$ cat config.mk
export PLATFORM = sky130hd
export DESIGN_NAME = wb_stage
export DESIGN_NICKNAME = d
export VERILOG_FILES = /design/src/rtl/wb_stage.sv
export SDC_FILE = /design/constraint.sdc
export NUM_CORES = 1
export LEC_CHECK = 0
export CAP_MARGIN = 10
export CORE_ASPECT_RATIO = 1.5
export CORE_MARGIN = 10
export CORE_UTILIZATION = 46
export CTS_CLUSTER_DIAMETER = 60
export DETAILED_ROUTE_END_ITERATION = 10
export HOLD_SLACK_MARGIN = 0.08
export PLACE_DENSITY = 0.87
export SYNTH_ARGS = -nofsm -noshare
export SYNTH_HDL_FRONTEND = slang
export SYNTH_SLANG_ARGS = --single-unit
$ cat constraint.sdc
create_clock -name clock -period 2.05 [get_ports clock]
set_input_delay 0.3075 -clock clock [delete_from_list [all_inputs] [get_ports clock]]
set_output_delay 0.3075 -clock clock [all_outputs]
set_load 0.005 [all_outputs]
$ cat src/rtl/wb_stage.sv
// MEM/WB pipeline register and writeback formatter feeding the register file write port.
// Optional retire counter output is enabled by defining WB_RETIRE_CNT_EN.
module wb_stage #(
    parameter bit BIG_ENDIAN = 1'b1
) (
    input  logic        clock,
    input  logic        reset,
    input  logic        stall,
    input  logic        flush,
    input  logic        mem_valid,
    input  logic        mem_reg_write,
    input  logic        mem_to_reg,
    input  logic [2:0]  mem_load_type,
    input  logic [1:0]  mem_byte_off,
    input  logic [31:0] mem_alu_result,
    input  logic [31:0] mem_read_data,
    input  logic [4:0]  mem_w_addr,
    output logic        reg_write,
    output logic [4:0]  w_addr,
    output logic [31:0] w_data,
    output logic        wb_valid,
`ifdef WB_RETIRE_CNT_EN
    output logic [31:0] retire_count,
`endif
    output logic        wb_misalign
);

    localparam logic [2:0] LT_LH  = 3'd1;
    localparam logic [2:0] LT_LHU = 3'd2;
    localparam logic [2:0] LT_LB  = 3'd3;
    localparam logic [2:0] LT_LBU = 3'd4;

    function automatic logic [7:0] pick_byte(input logic [31:0] word, input logic [1:0] off);
        logic [1:0] idx;
        if (BIG_ENDIAN) begin
            idx = 2'd3 - off;
        end else begin
            idx = off;
        end
        return word[{idx, 3'b000} +: 8];
    endfunction

    function automatic logic [15:0] pick_half(input logic [31:0] word, input logic off_hi);
        logic idx;
        if (BIG_ENDIAN) begin
            idx = ~off_hi;
        end else begin
            idx = off_hi;
        end
        return word[{idx, 4'b0000} +: 16];
    endfunction

    logic [31:0] fmt_data_s;
    logic        misalign_s;
    logic [7:0]  byte_s;
    logic [15:0] half_s;
    logic        capture_s;

    logic        reg_write_q, reg_write_d;
    logic [4:0]  w_addr_q, w_addr_d;
    logic [31:0] w_data_q, w_data_d;
    logic        wb_valid_q, wb_valid_d;
    logic        misalign_q, misalign_d;

    // Load lane extraction and extension; misaligned loads pass the raw word through.
    always_comb begin
        fmt_data_s = mem_alu_result;
        misalign_s = 1'b0;
        byte_s     = pick_byte(mem_read_data, mem_byte_off);
        half_s     = pick_half(mem_read_data, mem_byte_off[1]);
        if (mem_to_reg) begin
            case (mem_load_type)
                LT_LH, LT_LHU: begin
                    if (mem_byte_off[0]) begin
                        misalign_s = 1'b1;
                        fmt_data_s = mem_read_data;
                    end else if (mem_load_type == LT_LH) begin
                        fmt_data_s = {{16{half_s[15]}}, half_s};
                    end else begin
                        fmt_data_s = {16'h0000, half_s};
                    end
                end
                LT_LB: fmt_data_s = {{24{byte_s[7]}}, byte_s};
                LT_LBU: fmt_data_s = {24'h000000, byte_s};
                default: begin
                    fmt_data_s = mem_read_data;
                    misalign_s = (mem_byte_off != 2'd0);
                end
            endcase
        end else begin
            fmt_data_s = mem_alu_result;
        end
    end

    // Next-state selection: flush bubbles even when stalled, stall holds, otherwise capture.
    always_comb begin
        reg_write_d = reg_write_q;
        w_addr_d    = w_addr_q;
        w_data_d    = w_data_q;
        wb_valid_d  = wb_valid_q;
        misalign_d  = misalign_q;
        capture_s   = 1'b0;
        if (flush) begin
            reg_write_d = 1'b0;
            w_addr_d    = 5'd0;
            w_data_d    = 32'd0;
            wb_valid_d  = 1'b0;
            misalign_d  = 1'b0;
        end else if (stall) begin
            capture_s = 1'b0;
        end else begin
            capture_s   = 1'b1;
            wb_valid_d  = mem_valid;
            w_addr_d    = mem_w_addr;
            w_data_d    = fmt_data_s;
            misalign_d  = mem_valid & misalign_s;
            reg_write_d = mem_valid & mem_reg_write & (mem_w_addr != 5'd0) & ~misalign_s;
        end
    end

    // WB pipeline register.
    always_ff @(posedge clock or posedge reset) begin
        if (reset) begin
            reg_write_q <= 1'b0;
            w_addr_q    <= 5'd0;
            w_data_q    <= 32'd0;
            wb_valid_q  <= 1'b0;
            misalign_q  <= 1'b0;
        end else begin
            reg_write_q <= reg_write_d;
            w_addr_q    <= w_addr_d;
            w_data_q    <= w_data_d;
            wb_valid_q  <= wb_valid_d;
            misalign_q  <= misalign_d;
        end
    end

    assign reg_write   = reg_write_q;
    assign w_addr      = w_addr_q;
    assign w_data      = w_data_q;
    assign wb_valid    = wb_valid_q;
    assign wb_misalign = misalign_q;

`ifdef WB_RETIRE_CNT_EN
    logic [31:0] retire_cnt_q, retire_cnt_d;

    // Count cleanly retiring instructions; wraps naturally at 32 bits.
    always_comb begin
        if (capture_s & mem_valid & ~misalign_s) begin
            retire_cnt_d = retire_cnt_q + 32'd1;
        end else begin
            retire_cnt_d = retire_cnt_q;
        end
    end

    // Retire counter register.
    always_ff @(posedge clock or posedge reset) begin
        if (reset) begin
            retire_cnt_q <= 32'd0;
        end else begin
            retire_cnt_q <= retire_cnt_d;
        end
    end

    assign retire_count = retire_cnt_q;
`endif

endmodule

==> out/metrics.yaml <==
status: "complete, no violations"
ys_types: 45
start_util: 0.472
row_count: 34
synth_commonest_cells: "o21ai_1 (48), dfrtp_1 (40), o21ai_0 (34)"
crit_chain: "clkdlybuf4s50_1, buf_4, buf_4, or4b_4, o21ai_1, a21oi_1, o21ai_1"
synth_area_leaders: "dfrtp_1 (37%), o21ai_1 (8.8%), mux4_2 (6.6%)"
finalHoldViolations: 0
clockRootBuffer: "clkbuf_8"
fin_crit_sh: 0.920
dp_cells: 512
critical_path_buf_inv_count: 3
synthArstFlopShare: 1.00
cts_tree: "done"
crit_family: "buffers and inverters"
io_buffers: 120
hold_class: "in -> async"
critical_path_arrival_ns: 2.11
utilization: 0.743
clk_latency_ns: 0.29
wire_per_inst_um: 20.1
postPlaceCellArea_um2: 4170
design_area_um2: 4300
die_width_um: 82.9
dr.pass1.iters: 5
setup_ws_ns: 0.164
netlist_area_um2: 2730
clk_pin_slew_worst_paths_ns: 0.09
hold_buffers: 0
htreeDepth: 2
clock-sinks: 40
ioPinCount: 121
synth_area_leader_cell: "dfrtp_1"
seq_area_frac_synth: 0.366
period_minus_slack_ns: 1.89
p_per_area_nw_per_um2: 493
area_growth_syn_to_layout_pct: 57.4
avgSynthCellArea_um2: 8.93
finalSetupViolations: 0
end_kind: "flip-flop"
max_freq_mhz: 530
crit_slowest_cell: "or4b_4"
die_height_um: 114
vias: 3096
maxCapViolCount: 0
grt_pass1_vias: 3201
max_stage_delay_ns: 0.63
drtIter0Drc: 329
core_um2: 5790
routabilityCongestion: 1.01
final_max_slew_viol_count: 0
synthCells: 306
peakVddDrop_uv: 373
antenna_found_initial: 0
fin_skew_ns: 0
layout-drive-gt1-share: 0.168
overflow: 0
route.detailed.drc: 0
dp_hpwl_mm: 8.50
critPathMaxFanout: 16
n_fill_cell: 436
p_leak_uw: 0.00176
via_per_inst: 5.97
worst_pin_slew_ns: 0.908
cp-start-kind: "input port"
synth_most_common_cell: "o21ai_1"
synth_seq_cells: 40
post-place-ws_ns: -0.348
post_cts_buffers: 0
grt_first_pass_wirelength_mm: 16.4
grt_max_degree: 41
synth_edf_count: 0
totalWireLength_mm: 10.4
synth_top_area_share: 0.366
synthesis.nets: 387
num_antenna_cells: 0
crit_type: "in -> reg"
clockBufferDepth: 2
fin_cells: 519
track_usage: 0.209
rsz0062_at_grt: "no"
route.antenna.remaining_nets: 0
yosysWarnings: 0
critPathRequiredTime_ns: 2.27
synth_ff_type: "dfrtp_1"
maxSlewHeadroom: 0.392
dieArea_um2: 9480
final_net_count: 528
numCtsBuffers: 5
path summary, 6_finish.rpt:
check,from,endpoint,slack (ns),cells past startpoint
min in group clock,w_data[1],w_data[1],0.50,2
max in group asynchronous,reset,w_data[13],1.25,3
worst max register to register,w_data[22],w_data[22],1.24,2
worst min-delay path,reset,w_data[30],0.45,3
worst max-delay path,mem_load_type[2],w_data[17],0.16,7
worst min register to register,w_data[1],w_data[1],0.50,2
where the power goes:
part | internal (µW) | total, µW | switching [µW]
Sequential | 843 | 873 | 30.7
Clock | 232 | 513 | 281
Combinational | 409 | 734 | 325
worst reg2reg max path, stage by stage (launching register included):
cell,delay [ns]
dfrtp_1,0.39
a22oi_1,0.21
o21ai_1,0.09
cells in the final DEF, fill, tap and decap left out, types with 2 or more instances in the layout:
cell and instances:
a221oi_2 5, nor3_1 3, a2111oi_1 3, clkbuf_8 5
nand2_1 33, clkdlybuf4s50_1 119, inv_1 5, and2_1 3
a221oi_1 2, mux4_2 8, a31oi_1 2, a22oi_1 16
nor2_1 9, buf_4 40, o21a_1 9, and3_1 8
a21oi_1 19, o21ai_0 34, dfrtp_1 40, o21ai_1 48
a2111oi_0 2, mux2i_1 5, a2111oi_2 3
metal layers:
layer,GRT usage,vias up,routed length (µm)
met4,0.103,0,379
li1,-,1425,-
met2,0.389,179,5620
met5,0,-,0
met1,0.208,1459,3650
met3,0.0556,33,797
logic make-up after synthesis:
logic type               count (synthesis)  synth area share
AND/OR/NAND/NOR                         66             0.123
flip-flops                              40             0.366
XOR/XNOR                                 1           0.00321
buffers and inverters                   34            0.0747
AO/OA/AOI/OAI                          150             0.339
multiplexers                            14            0.0893
adder cells (fa/ha/maj)                  1           0.00366
area by class of cell:
class,instances,area [µm²],area share
inverters,6,22.5,0.00524
clock inverters,1,5.00,0.00116
multi-input cells,232,1570,0.366
repair buffers,162,1540,0.357
clock buffers,6,72.6,0.0169
well taps,72,90.1,0.0209
flip-flops and latches,40,1000,0.233
stage by stage:
stage | hold WS [ns] | total power, µW | setup TNS (ns)
floorplan | 0.452 | 1190 | 0
global placement | 0.471 | 1580 | -6.35
detailed placement | 0.484 | 1600 | -7.59
CTS | 0.464 | 2110 | -0.00797
global route | 0.502 | 2210 | 0
finish | 0.447 | 2120 | 0
registers in the layout, summed over array words and instances, names as in the netlist:
name and flops:
wb_misalign 1, w_addr 5, reg_write 1, wb_valid 1, w_data 32
repair_timing:
action / in CTS / in global routing
endpoints found under the hold margin: 0 / 0
endpoints found under the setup margin: 4 / 22
gates resized for setup: 4 / 8
No activity file was read; power rests on OpenSTA's default activity.
